File: src/rtl/inst_axi_bridge.sv
// inst_axi_bridge
// Converts the instruction-fetch SRAM-like bus (req / addr_ok / data_ok) into
// single-beat AXI4 read transactions. Only one request is outstanding at a time:
// accept -> AR handshake -> R handshake -> one inst_data_ok pulse.
//
// Ports
//   clk, rst                 clock, asynchronous active-high reset
//   inst_req/wr/size/addr    SRAM-like request side (inst_wdata unused)
//   inst_addr_ok             request accepted this cycle (IDLE only)
//   inst_data_ok/inst_rdata  one-cycle completion pulse with returned word
//   bus_err                  error flag, pulses together with inst_data_ok
//   ar*                      AXI4 read address channel (single beat, INCR)
//   r*                       AXI4 read data channel (rid/rlast not checked)
module inst_axi_bridge #(
    parameter logic [3:0] ARID = 4'd0
) (
    input  logic        clk,
    input  logic        rst,
    input  logic        inst_req,
    input  logic        inst_wr,
    input  logic [1:0]  inst_size,
    input  logic [31:0] inst_addr,
    input  logic [31:0] inst_wdata,
    output logic        inst_addr_ok,
    output logic        inst_data_ok,
    output logic [31:0] inst_rdata,
    output logic        bus_err,
    output logic [3:0]  arid,
    output logic [31:0] araddr,
    output logic [7:0]  arlen,
    output logic [2:0]  arsize,
    output logic [1:0]  arburst,
    output logic        arvalid,
    input  logic        arready,
    input  logic [3:0]  rid,
    input  logic [31:0] rdata,
    input  logic [1:0]  rresp,
    input  logic        rlast,
    input  logic        rvalid,
    output logic        rready
);

    typedef enum logic [1:0] {
        S_IDLE = 2'd0,
        S_AR   = 2'd1,
        S_R    = 2'd2,
        S_DONE = 2'd3
    } state_t;

    state_t      state_q, state_d;
    logic [31:0] addr_q, addr_d;
    logic [1:0]  size_q, size_d;
    logic [31:0] buf_q, buf_d;
    logic        err_q, err_d;
    logic        accept;

    // Write data, response ID and rlast carry no information for this bridge.
    logic unused_inputs;
    assign unused_inputs = ^{inst_wdata, rid, rlast};

    // rst is folded in so addr_ok is never seen high while reset is asserted.
    assign accept = (state_q == S_IDLE) & inst_req & ~rst;

    // State and datapath registers
    always_ff @(posedge clk or posedge rst) begin
        if (rst) begin
            state_q <= S_IDLE;
            addr_q  <= 32'd0;
            size_q  <= 2'd0;
            buf_q   <= 32'd0;
            err_q   <= 1'b0;
        end else begin
            state_q <= state_d;
            addr_q  <= addr_d;
            size_q  <= size_d;
            buf_q   <= buf_d;
            err_q   <= err_d;
        end
    end

    // Next-state logic
    always_comb begin
        state_d = state_q;
        case (state_q)
            S_IDLE: if (accept) state_d = inst_wr ? S_DONE : S_AR;
            S_AR:   if (arready) state_d = S_R;
            S_R:    if (rvalid) state_d = S_DONE;
            S_DONE: state_d = S_IDLE;
            default: state_d = S_IDLE;
        endcase
    end

    // Datapath next values: request latch and response buffer
    always_comb begin
        addr_d = addr_q;
        size_d = size_q;
        buf_d  = buf_q;
        err_d  = err_q;
        if (accept) begin
            if (inst_wr) begin
                // Writes are not supported: complete locally with zero data and an error.
                buf_d = 32'd0;
                err_d = 1'b1;
            end else begin
                addr_d = inst_addr;
                size_d = inst_size;
            end
        end else if ((state_q == S_R) && rvalid) begin
            buf_d = rdata;
            err_d = (rresp != 2'b00);
        end
    end

    // Outputs
    always_comb begin
        inst_addr_ok = accept;
        arvalid      = (state_q == S_AR);
        rready       = (state_q == S_R);
        inst_data_ok = (state_q == S_DONE);
        bus_err      = (state_q == S_DONE) & err_q;
    end

    assign inst_rdata = buf_q;
    assign araddr     = addr_q;
    assign arsize     = {1'b0, size_q};
    assign arlen      = 8'd0;
    assign arburst    = 2'b01;
    assign arid       = ARID;

endmodule

File: config.mk
export PLATFORM = sky130hd
export DESIGN_NAME = inst_axi_bridge
export DESIGN_NICKNAME = d
export VERILOG_FILES = /design/src/rtl/inst_axi_bridge.sv
export SDC_FILE = /design/constraint.sdc
export NUM_CORES = 1
export LEC_CHECK = 0
export ABC_AREA = 1
export BUFFER_PORTS_ARGS = -buffer_cell sky130_fd_sc_hd__buf_2
export CORE_MARGIN = 10
export CORE_UTILIZATION = 39
export CTS_BUF_LIST = sky130_fd_sc_hd__clkbuf_8
export DETAILED_ROUTE_END_ITERATION = 8
export HOLD_SLACK_MARGIN = 0.02
export MAX_ROUTING_LAYER = met4
export PLACE_DENSITY = 0.75
export SYNTH_ARGS = -nofsm -noshare
export SYNTH_HDL_FRONTEND = slang
export SYNTH_SLANG_ARGS = --single-unit
File: constraint.sdc
create_clock -name clk -period 2.4 [get_ports clk]
set_clock_uncertainty 0.05 [all_clocks]
set_input_delay 0.12 -clock clk [delete_from_list [all_inputs] [get_ports clk]]
set_output_delay 0.12 -clock clk [all_outputs]
set_load 0.02 [all_outputs]
# Yosys cells after proc, flatten, opt, wreduce, memory -nomap -nowiden
# Index checks and enable logic that the tools add are counted.
dict set report op_classes {
  eq_ne 7
  mux 11
  bitwise_logic 5
  reduce_logical 7
}
# op n
set op_table {}
lappend op_table {{$mux 32} 3}
lappend op_table {{$mux 2} 4}
lappend op_table {{$pmux 2 s4} 1}
lappend op_table {{$ne 2x2->1 const B} 3}
lappend op_table {{$eq 2x2->1 const B} 2}
lappend op_table {{$reduce_and 2->1} 2}
lappend op_table {{$reduce_bool 2->1} 2}
lappend op_table {{$and 1x1->1} 3}
lappend op_table {{$mux 1} 3}
lappend op_table {{$reduce_and 3->1} 1}
lappend op_table {{$eq 2x1->1 const B} 1}
lappend op_table {{$logic_not 2->1} 1}
lappend op_table {{$ne 2x1->1 const B} 1}
lappend op_table {{$not 1->1} 2}
lappend op_table {{$logic_and 1x1->1} 1}
dict set report word_totals {
  regBits 69
  word_cells 35
}

# Depth between registers and ports, before layout
# Gate-level depths: netlist (run 1).
dict set report depth {
  word_depth 5
  mapped_depth 9
  mapped_depth_nobuf 8
}

# Worst setup path before layout (run 1)
# No wires, ideal clock.
dict set report synth_path {
  path_type {input port to flip-flop}
  startpoint {in rst}
  endpoint {reg buf_q[0], in the netlist inst_rdata[0]}
  setup_time_ns 0.118
  arrival_time_ns 2.408
  required_time_ns 2.232
  setup_slack_ns -0.176
  cell_stages 5
  n_path_buf 1
  cell_sequence {inv_1 -> nand4_2 -> buf_2 -> nand3_1 -> nand2_1}
}
dict set report synth_via {
  elab_chain_len 4
  word_cells_on_any_way 6
  classes_between {eq/ne (1); mux (1); bitwise (2); reduce/logical (2)}
}
# item line_no
set synth_rtl {}
lappend synth_rtl {{start: declaration} 18} ;# input logic rst,
lappend synth_rtl {{$not 1->1 *} 62} ;# assign accept = (state_q == S_IDLE) & inst_req & ~rst;
lappend synth_rtl {{$and 1x1->1 *} 62}
lappend synth_rtl {{$ne 2x2->1 (no line) or $reduce_bool 2->1 (tied branches)} n/a}
lappend synth_rtl {{$reduce_and 2->1 (no line)} n/a}
lappend synth_rtl {{end signal: assignment} 76} ;# buf_q <= buf_d;
lappend synth_rtl {{end: declaration} 53} ;# logic [31:0] buf_q, buf_d;
# Every way passes the cells marked *; elsewhere a longest branch is shown, timed or not.
# A chain may end at the register's enable or synchronous reset.

# Final worst setup path (run 1)
dict set report layout_path {
  startpoint {reg state_q[0]}
  endpoint {reg buf_q[16], in the netlist inst_rdata[16]}
}
dict set report layout_via {
  elab_chain_len 5
  word_cells_on_any_way 9
  classes_between {eq/ne (2); mux (1); bitwise (2); reduce/logical (4)}
}
# item line_no
set layout_rtl {}
lappend layout_rtl {{start: declaration} 50} ;# state_t state_q, state_d;
lappend layout_rtl {{start signal: assignment} 73} ;# state_q <= state_d;
lappend layout_rtl {{$logic_not 2->1} 62}
lappend layout_rtl {{$and 1x1->1 (2 in a row)} 62}
lappend layout_rtl {{$ne 2x2->1 (no line) or $reduce_bool 2->1 (tied branches)} n/a}
lappend layout_rtl {{$reduce_and 2->1 (no line)} n/a}
# Several ways; a longest one is shown, not always the timed one.

==> results of run 1 <==
final cells by class:
type / count / area, um2
fillers: 632 / 3110
clock inverters: 6 / 56.3
repair buffers: 214 / 1410
well taps: 102 / 128
flip-flops and latches: 69 / 1730
multi-input cells: 243 / 1080
clock buffers: 9 / 124
inverters: 13 / 55.1
final timing paths:
check,from,end,slack (ns),cells after the start
min in group clk,rresp[0],err_q$_DFFE_PP0P_,0.07,5
setup reg to reg,state_q[0]$_DFFE_PP0P_,inst_rdata[16]$_DFFE_PP0P_,0.42,7
hold / removal,rst,araddr[0]$_DFFE_PP0P_,0.07,3
max in group asynchronous,rst,inst_rdata[3]$_DFFE_PP0P_,1.64,3
setup / recovery,state_q[0]$_DFFE_PP0P_,inst_rdata[16]$_DFFE_PP0P_,0.42,7
hold reg to reg,araddr[13]$_DFFE_PP0P_,araddr[13]$_DFFE_PP0P_,0.42,2
metal layers:
metal / routed length (um) / vias to the layer above / part of all wire / GRT usage
li1: - / 1468 / - / -
met1: 4220 / 1413 / 0.43 / 0.203
met2: 4570 / 170 / 0.46 / 0.264
met3: 972 / 12 / 0.098 / 0.0601
met4: 116 / 0 / 0.012 / 0.0565
met5: 0 / - / 0 / -
state kept, by name, summed over array words and instances (netlist names):
register and flops:
err_q 1, araddr 32, size_q 2, inst_rdata 32, state_q 2
cell families after synthesis:
| logic type | after synthesis | synth area share |
|---|---|---|
| and+or+nand+nor | 222 | 0.314 |
| adders and majority gates | 4 | 0.0164 |
| other | 2 | 0.00246 |
| DFF | 69 | 0.565 |
| buffers and inverters | 46 | 0.0991 |
| AOI/OAI and AO/OA | 2 | 0.00327 |
cells in the final DEF (no fill, tap or decap), types with 3 or more instances in the layout:
cell type	netlist	final
dlygate4sd3_1	0	66
nand2_1	147	147
ha_1	4	4
conb_1	2	15
dfrtp_1	69	69
nand3_1	69	69
clkinv_2	0	3
buf_2	3	144
inv_1	10	10
buf_4	21	4
clkbuf_8	0	9
critical path: cells and delay by family (launching register included):
family | cells | cell delay (ns)
and+or+nand+nor | 4 | 0.67
buffers and inverters | 2 | 0.41
DFF | 1 | 0.41
adders and majority gates | 1 | 0.30
report_power, final:
group          switching (mW)  total, mW  internal, mW  leakage, nW
combinational            1.57       2.37         0.804         1.69
sequential              0.289       1.98          1.69        0.872
clock                   0.405      0.870         0.465       0.0960
total                    2.26       5.22          2.96         2.65
==> impl_results.md, run 1 <==
* Status: completed
* Required @ worst endpoint at 2.56 ns
* Worst path cell trace: inv_1 > ha_1 > nand3_4 > nand2_4 > inv_2 > nand2_1 > nand2_1
* CP Launch Type: flop
* Post-layout net count at 665
* H-tree levels at 3
* Placed Cells at 575
* Inserted Clock Buffers at 9
* Post-cts resize count at 0
* Ys flop type: dfrtp_1
* Synth area leaders: dfrtp_1 56%, nand2_1 18%, nand3_1 11%
* Worst-Skew Late Latency at 0.33 ns
* Port bufs at 144
* Antenna violations before repair at 0
* VDD IR-drop max at 0.580 mV
* Fin crit period at 1.98 ns
* DRC viols at 0
* Worst slew pin tran at 0.861 ns
* Final WL at 9.88 mm
* DP HPWL at 6.16 mm
* Design Power at 5.22 mW
* Antenna Cells at 0
* Area Growth Syn to Fin at 49.7%
* Finished Cell Area at 4580 um2
* Post-layout util at 0.595
* Sequential element share of the synthesized area at 0.565
* Vias at 3,063
* Finished Layout Cells at 656
* Crit Path Max Fanout at 35
* First-pass detailed-route iteration total at 4
* CP dominant cell by count: nand2_1
* Most common cell in the netlist: nand2_1
* Pre-CTS WS at 0.424 ns
* Vias in the first global route at 3,164
* # clock sinks at 69
* Final setup vio count at 0
* Synthesized area per cell at 8.86 um2
* Hold Vio Cnt, Final at 0
* Total gr overflow at 0
* First-pass GRT wire length at 15.7 mm
* CORE AREA at 7690 um2
* Count of state elements after synthesis at 69
* Initial Util at 0.398
* Rows at 32
* Critical path type: reg -> reg
* Post-DRT Antenna Nets at 0
* Mapped Area at 3060 um2
* Clk root buf: clkbuf_8
* Die area at 11,800 um2
* Fin. max-slew vios at 0
* Crit path DAT at 2.15 ns
* I/O Pins at 197
* Share of the synthesized area in the top cell type at 0.565
* Hold Path Class: in -> async
* Synth unique cells at 19
* Layout cells sized above 1 at 0.309
* Die X at 109 um
* Worst rel slew slack at 0.426
* Synth async-reset ratio at 1.00
* DR WL/cell at 15.1 um
* CTS tree: built
* Synth area leader: dfrtp_1
* Longest Clk Path Bufs at 2
* Max Fclk at 0.504 GHz
* DIE HEIGHT at 109 um
* Synth top cells by count: 147 x nand2_1, 69 x dfrtp_1, 69 x nand3_1
* Initial DRC Count at 144
* Gpl congestion at 0.837
* Critical path's largest stage delay at 0.41 ns
* Vias per inst at 4.67
* Power density over the cells at 1140 nW/um2
* Critical path endpoint category: flop
* PnR worst setup slack at 0.417 ns
* Postcts setup bufs at 0
* Cts hold-fix bufs at 66
* Pleak at 2.65 nW
* Fin Hold WS at 0.0661 ns
* Clock-pin slew on the worst setup and hold paths at 0.07 ns
* Max cap viols at 0
* DP Area at 3740 um2
* Largest net degree at the start of global routing at 70
* CP max-delay cell: dfrtp_1
* Tcrit/Tclk final at 0.826
* RSZ-0062 raised after global routing: no
* Synth Instances at 345
* Number of enable flip-flop cells after synthesis at 0
* Gr usage total at 0.170
* Setup total negative slack at 0 ns
* Synth warn at 0
No activity file was read; power rests on OpenSTA's default activity.
==> inputs of run 2 (changes only) <==
--- a/config.mk
+++ b/config.mk
@@ -5,15 +5,15 @@
 export SDC_FILE = /design/constraint.sdc
 export NUM_CORES = 1
 export LEC_CHECK = 0
-export ABC_AREA = 1
+export ABC_AREA = 0
 export BUFFER_PORTS_ARGS = -buffer_cell sky130_fd_sc_hd__buf_2
 export CORE_MARGIN = 10
-export CORE_UTILIZATION = 39
+export CORE_UTILIZATION = 43
 export CTS_BUF_LIST = sky130_fd_sc_hd__clkbuf_8
 export DETAILED_ROUTE_END_ITERATION = 8
 export HOLD_SLACK_MARGIN = 0.02
 export MAX_ROUTING_LAYER = met4
-export PLACE_DENSITY = 0.75
+export PLACE_DENSITY = 0.79
 export SYNTH_ARGS = -nofsm -noshare
 export SYNTH_HDL_FRONTEND = slang
 export SYNTH_SLANG_ARGS = --single-unit
==> constraint.sdc (replaced) <==
create_clock -name clk -period 2.1 [get_ports clk]
set_clock_uncertainty 0.05 [all_clocks]
set_input_delay 0.105 -clock clk [delete_from_list [all_inputs] [get_ports clk]]
set_output_delay 0.105 -clock clk [all_outputs]
set_load 0.02 [all_outputs]
==> run 2 against run 1 <==
Effect of this change: first-iteration DRC count down 49%; utilization is 8.8 points higher; clock power up 41%; sequential power is 17% higher; synthesized cell count decreased by 46%; sequential cell count stayed put; worst setup slack got worse by 0.14 ns; largest power group unchanged; highest routed layer unchanged.
==> impl_results.md, run 2 <==
* Fin crit period at 1.83 ns
* Sw Pwr at 2.57 mW
* I/O Pins at 197
* Tcrit/Tclk final at 0.869
* Mux contribution to synthesized area at 0.175
* Register area at 1730 um2
* Critical path type: reg -> reg
* Post-DRT Antenna Nets at 0
* Synth area leader: dfrtp_1
* First-pass detailed-route iteration total at 4
* Die area at 10,600 um2
* Post-layout net count at 518
* Synth async-reset ratio at 1.00
* Vias at 2,326
* Postcts setup bufs at 0
* Share of the synthesized area in the top cell type at 0.584
* Clock group share of total power at 0.187
* Post-layout util at 0.683
* Simple-gate share of the synthesized area at 0.0275
* Area Growth Syn to Fin at 55.3%
* Crit path DAT at 1.99 ns
* CP Launch Type: flop
* Final WL at 8.98 mm
* Clk root buf: clkbuf_8
* Final setup vio count at 0
* Count of state elements after synthesis at 69
* Post-cts resize count at 0
* Inserted Clock Buffers at 9
* Synthesized area per cell at 15.7 um2
* Worst rel slew slack at 0.646
* Combinational share of power at 0.463
* VDD IR-drop max at 0.810 mV
* Hold Path Class: in -> reg
* Most frequent cells in the layout: 144 x buf_2, 69 x dfrtp_1, 69 x dlygate4sd3_1
* Filler cells at 472
* Rows at 30
* Initial Util at 0.440
* Synth area leaders: dfrtp_1 58%, mux2_4 15%, a22o_1 9.5%
* First-pass GRT wire length at 13.6 mm
* Post-synthesis xor/xnor area fraction at 0
* # clock sinks at 69
* Fin. max-slew vios at 0
* Sw Share at 0.390
* Pleak at 2.51 nW
* Synth Instances at 188
* Status: completed
* Setup total negative slack at 0 ns
* Synth warn at 0
* Initial DRC Count at 74
* DP HPWL at 5.93 mm
* Largest family of logic cells by synthesized area: multiplexers
* Crit Path Max Fanout at 33
* CTS tree: built
* Gpl congestion at 0.756
* Seq pwr share at 0.351
* Required @ worst endpoint at 2.27 ns
* H-tree levels at 3
* Power density over the cells at 1440 nW/um2
* Max cap viols at 0
* Port bufs at 144
* Ys flop type: dfrtp_1
* Mapped Area at 2960 um2
* Sequential element share of the synthesized area at 0.584
* Number of enable flip-flop cells after synthesis at 0
* DR WL/cell at 18.4 um
* Die X at 103 um
* Synth Area in Compound Gates at 0.109
* Vias per inst at 4.76
* CORE AREA at 6720 um2
* Critical path endpoint category: flop
* DRC viols at 0
* Gr usage total at 0.172
* Cts hold-fix bufs at 69
* Vias in the first global route at 2,639
* Finished Cell Area at 4590 um2
* Largest net degree at the start of global routing at 35
* Total gr overflow at 0
* DP Area at 3670 um2
* DIE HEIGHT at 103 um
* Clock-pin slew on the worst setup and hold paths at 0.07 ns
* Worst slew pin tran at 0.530 ns
* Most common cell in the netlist: dfrtp_1
* Adder-cell area share of the yosys netlist at 0.0169
* RSZ-0062 raised after global routing: no
* Worst-Skew Late Latency at 0.33 ns
* Multi-input logic area at 1040 um2
* Synth unique cells at 24
* Longest Clk Path Bufs at 2
* Synth top cells by count: 69 x dfrtp_1, 32 x a22o_1, 30 x mux2_4
* Internal at 4.03 mW
* Commonest non-fill, non-tap cell in the layout: buf_2
* Fin Hold WS at 0.211 ns
* Hold Vio Cnt, Final at 0
* Layout cells sized above 1 at 0.500
* Antenna violations before repair at 1
* Max Fclk at 0.548 GHz
## run 2: logic make-up (layout without fill, tap and decap cells)
| kind of cell | Yosys count | after routing |
|---|---|---|
| other cells | 2 | 16 |
| fa+ha+maj | 4 | 4 |
| buf+inv | 31 | 238 |
| mux | 35 | 35 |
| flops | 69 | 69 |
| simple gates | 10 | 10 |
| compound gates | 37 | 37 |
## run 2: power by group through the flow
stage / clock network [mW] / logic (mW) / registers [mW]
3_3_place_gp: 0 / 2.91 / 2.26
3_5_place_dp: 0 / 2.97 / 2.31
6_report: 1.23 / 3.06 / 2.32
5_1_grt: 1.33 / 3.25 / 2.39
4_1_cts: 1.27 / 3.09 / 2.30
2_1_floorplan: 0 / 1.29 / 3.04
## run 2: final timing paths
path                                       startpoint                         end  slack [ns]  cells past startpoint
setup reg to reg               state_q[1]$_DFFE_PP0P_  inst_rdata[13]$_DFFE_PP0P_        0.27                      6
setup / recovery               state_q[1]$_DFFE_PP0P_  inst_rdata[13]$_DFFE_PP0P_        0.27                      6
hold reg to reg            inst_rdata[29]$_DFFE_PP0P_  inst_rdata[29]$_DFFE_PP0P_        0.45                      1
max in group asynchronous                         rst   inst_rdata[5]$_DFFE_PP0P_        0.89                      4
hold / removal                                arready      state_q[0]$_DFFE_PP0P_        0.21                      3
min in group asynchronous                         rst       araddr[8]$_DFFE_PP0P_        0.32                      3
## run 2: critical path, stage by stage, from the launching register on
cell	delay, ns
dfrtp_1	0.43
inv_1	0.12
ha_1	0.36
nand3b_4	0.15
mux2i_4	0.21
buf_12	0.17
a22o_1	0.20
## run 2: final cells by class
type                    count  share of cell area
inverters                   5             0.00409
diodes                      1            0.000545
well taps                  80              0.0218
clock buffers              10              0.0300
multi-input cells         101               0.228
repair buffers            217               0.319
flip-flops and latches     69               0.376
clock inverters             6              0.0204
## run 2: per-layer routing
| metal | part of all wire | vias to the layer above | track usage |
|---|---|---|---|
| met4 | 0.013 | 0 | 0.0706 |
| met1 | 0.37 | 1149 | 0.177 |
| li1 | - | 1078 | - |
| met5 | 0 | - | - |
| met3 | 0.055 | 11 | 0.0436 |
| met2 | 0.56 | 88 | 0.304 |
## run 2: metrics by stage
stage          setup slack (ns)  total power [mW]  std cells
2_1_floorplan             0.205              4.33        201
3_3_place_gp              0.371              5.17        403
3_5_place_dp              0.285              5.28        403
4_1_cts                   0.256              6.66        488
5_1_grt                   0.160              6.97        489
6_report                  0.274              6.61        489
==> inputs of run 3 (changes only) <==
==> config.mk (replaced) <==
export PLATFORM = sky130hd
export DESIGN_NAME = inst_axi_bridge
export DESIGN_NICKNAME = d
export VERILOG_FILES = /design/src/rtl/inst_axi_bridge.sv
export SDC_FILE = /design/constraint.sdc
export NUM_CORES = 1
export LEC_CHECK = 0
export ABC_AREA = 1
export BUFFER_PORTS_ARGS = -buffer_cell sky130_fd_sc_hd__buf_2
export CORE_MARGIN = 10
export CORE_UTILIZATION = 42
export DETAILED_ROUTE_END_ITERATION = 8
export HOLD_SLACK_MARGIN = 0.02
export MAX_ROUTING_LAYER = met4
export PLACE_DENSITY = 0.77
export SLEW_MARGIN = 10
export SYNTH_ARGS = -nofsm -noshare
export SYNTH_HDL_FRONTEND = slang
export SYNTH_SLANG_ARGS = --single-unit
==> run 3 against run 2 <==
Effect of this change: combinational power is 11% lower; total power is 8.5% lower; utilization is 4.2 points lower; global-route usage is 1.3 points higher; first-iteration DRC count is 35% higher; largest power group unchanged.
==> impl_results.md, run 3 (synthesis results as in run 1) <==
* Vias per inst at 4.69
* Hold Vio Cnt, Final at 0
* PnR worst setup slack at 0.168 ns
* Clock-pin slew on the worst setup and hold paths at 0.08 ns
* Crit path DAT at 1.78 ns
* Max cap viols at 0
* Finished Cell Area at 4600 um2
* H-tree levels at 3
* Seq pwr share at 0.374
* DR WL/cell at 15.3 um
* # clock sinks at 69
* Required @ worst endpoint at 1.95 ns
* Hold Path Class: in -> reg
* Critical path endpoint category: primary output
* Sw Pwr at 2.61 mW
* DRC viols at 0
* R2r endpoint: size_q[1]$_DFFE_PP0P_
* Cells on worst reg2reg path at 7
* Tcrit/Tclk final at 0.920
* Inserted Clock Buffers at 9
* VDD IR-drop max at 0.680 mV
* Final setup vio count at 0
* Area Growth Syn to Fin at 50.4%
* Power density over the cells at 1320 nW/um2
* Worst slew pin tran at 0.838 ns
* Crit Path Max Fanout at 26
* Initial Util at 0.426
* Sw Share at 0.432
* Design Power at 6.05 mW
* Port bufs at 144
* Hold Crit Depth at 5
* DP Area at 3740 um2
* DIE HEIGHT at 105 um
* RSZ-0062 raised after global routing: no
* Clock group share of total power at 0.175
* Post-DRT Antenna Nets at 0
* Worst rel slew slack at 0.441
* First-pass GRT wire length at 16.4 mm
* Longest Clk Path Bufs at 2
* Fin crit period at 1.93 ns
* CP Launch Type: flop
* Clk root buf: clkbuf_8
* Combinational share of power at 0.451
* Vias at 3,076
* Die area at 11,100 um2
* Setup total negative slack at 0 ns
* I/O Pins at 197
* Fin. max-slew vios at 0
* Total gr overflow at 0
* CTS tree: built
* Initial DRC Count at 100
* Post-layout net count at 666
* Max Fclk at 0.518 GHz
* WL met2 at 4.92 mm
* CORE AREA at 7180 um2
* Worst-Skew Late Latency at 0.34 ns
* Pre-CTS WS at 0.206 ns
* Top sig layer: met4
* Hold worst-path end: err_q$_DFFE_PP0P_
* Critical path type: reg -> out
* Layout cells sized above 1 at 0.309
* Largest net degree at the start of global routing at 70
* Commonest non-fill, non-tap cell in the layout: nand2_1
* Min-delay src: rresp[0]
* Postcts setup bufs at 0
* Final WL at 10.0 mm
* RR Startpoint: state_q[0]$_DFFE_PP0P_
* First-pass detailed-route iteration total at 5
* Rows at 31
* Gpl congestion at 0.758
* Die X at 105 um
* Status: completed
* Gr usage total at 0.184
* Met1 Routed Length at 4.19 mm
* Met3 wire len at 730 um
* Vias in the first global route at 3,281
* Critical Path Start: state_q[0]$_DFFE_PP0P_
* Internal at 3.43 mW
* Pleak at 2.66 nW
* FF-to-FF setup slack at 0.20 ns
* Antenna violations before repair at 1
* DP HPWL at 6.31 mm
* Most frequent cells in the layout: 147 x nand2_1, 144 x buf_2, 69 x nand3_1, 69 x dfrtp_1, 66 x dlygate4sd3_1
==> run 3: worst max-delay path by stage <==
stage,end,cells after the start,slack (ns)
detailed placement,inst_rdata[30]$_DFFE_PP0P_,7,0.21
global route,inst_addr_ok,5,0.04
finish,inst_addr_ok,5,0.17
global placement,inst_rdata[1]$_DFFE_PP0P_,7,0.29
CTS,inst_addr_ok,5,0.13
floorplan,inst_rdata[0]$_DFFE_PP0P_,5,0.14
==> run 3: what timing repair did <==
| action | 4_1_cts | 5_1_grt |
|---|---|---|
| resized for setup | 0 | 2 |
| hold endpoints to repair | 66 | 0 |
| setup endpoints to repair | 0 | 2 |
| hold buffers | 66 | 0 |
==> run 3: cell type report <==
| type | instances | area, um2 |
|---|---|---|
| Clock buffer | 12 | 145 |
| Sequential cell | 69 | 1730 |
| Clock inverter | 4 | 47.5 |
| Fill cell | 601 | 2580 |
| Tap cell | 99 | 124 |
| Inverter | 13 | 57.6 |
| Multi-Input combinational cell | 243 | 1080 |
| Timing Repair Buffer | 215 | 1420 |
| Antenna cell | 1 | 2.50 |
==> run 3: metrics by stage <==
| step | hold slack [ns] | std cells | util |
|---|---|---|---|
| after floorplan | 0.172 | 358 | - |
| after global placement | 0.255 | 573 | 0.521 |
| after detailed placement | 0.263 | 573 | 0.521 |
| after CTS | 0.0412 | 655 | 0.640 |
| after global routing | 0.0527 | 656 | 0.641 |
| final | 0.0515 | 656 | 0.641 |
==> run 3: power groups by stage <==
stage	combinational, mW	clock, mW	sequential, mW
floorplan	1.02	0	2.97
global placement	2.58	0	2.22
detailed placement	2.65	0	2.25
CTS	2.74	1.09	2.24
global route	3.00	1.14	2.33
finish	2.73	1.06	2.26
==> run 3: metal layers <==
layer  up-vias  track usage
li1       1477            -
met2       130        0.302
met3        22       0.0536
met1      1447        0.208
met5         -            -
met4         0       0.0716
==> run 3: critical path: stages, from the launching register on <==
cell and delay, ns:
dfrtp_1 0.41, inv_1 0.10, ha_1 0.29, nand3_4 0.15, inv_4 0.25, buf_2 0.23
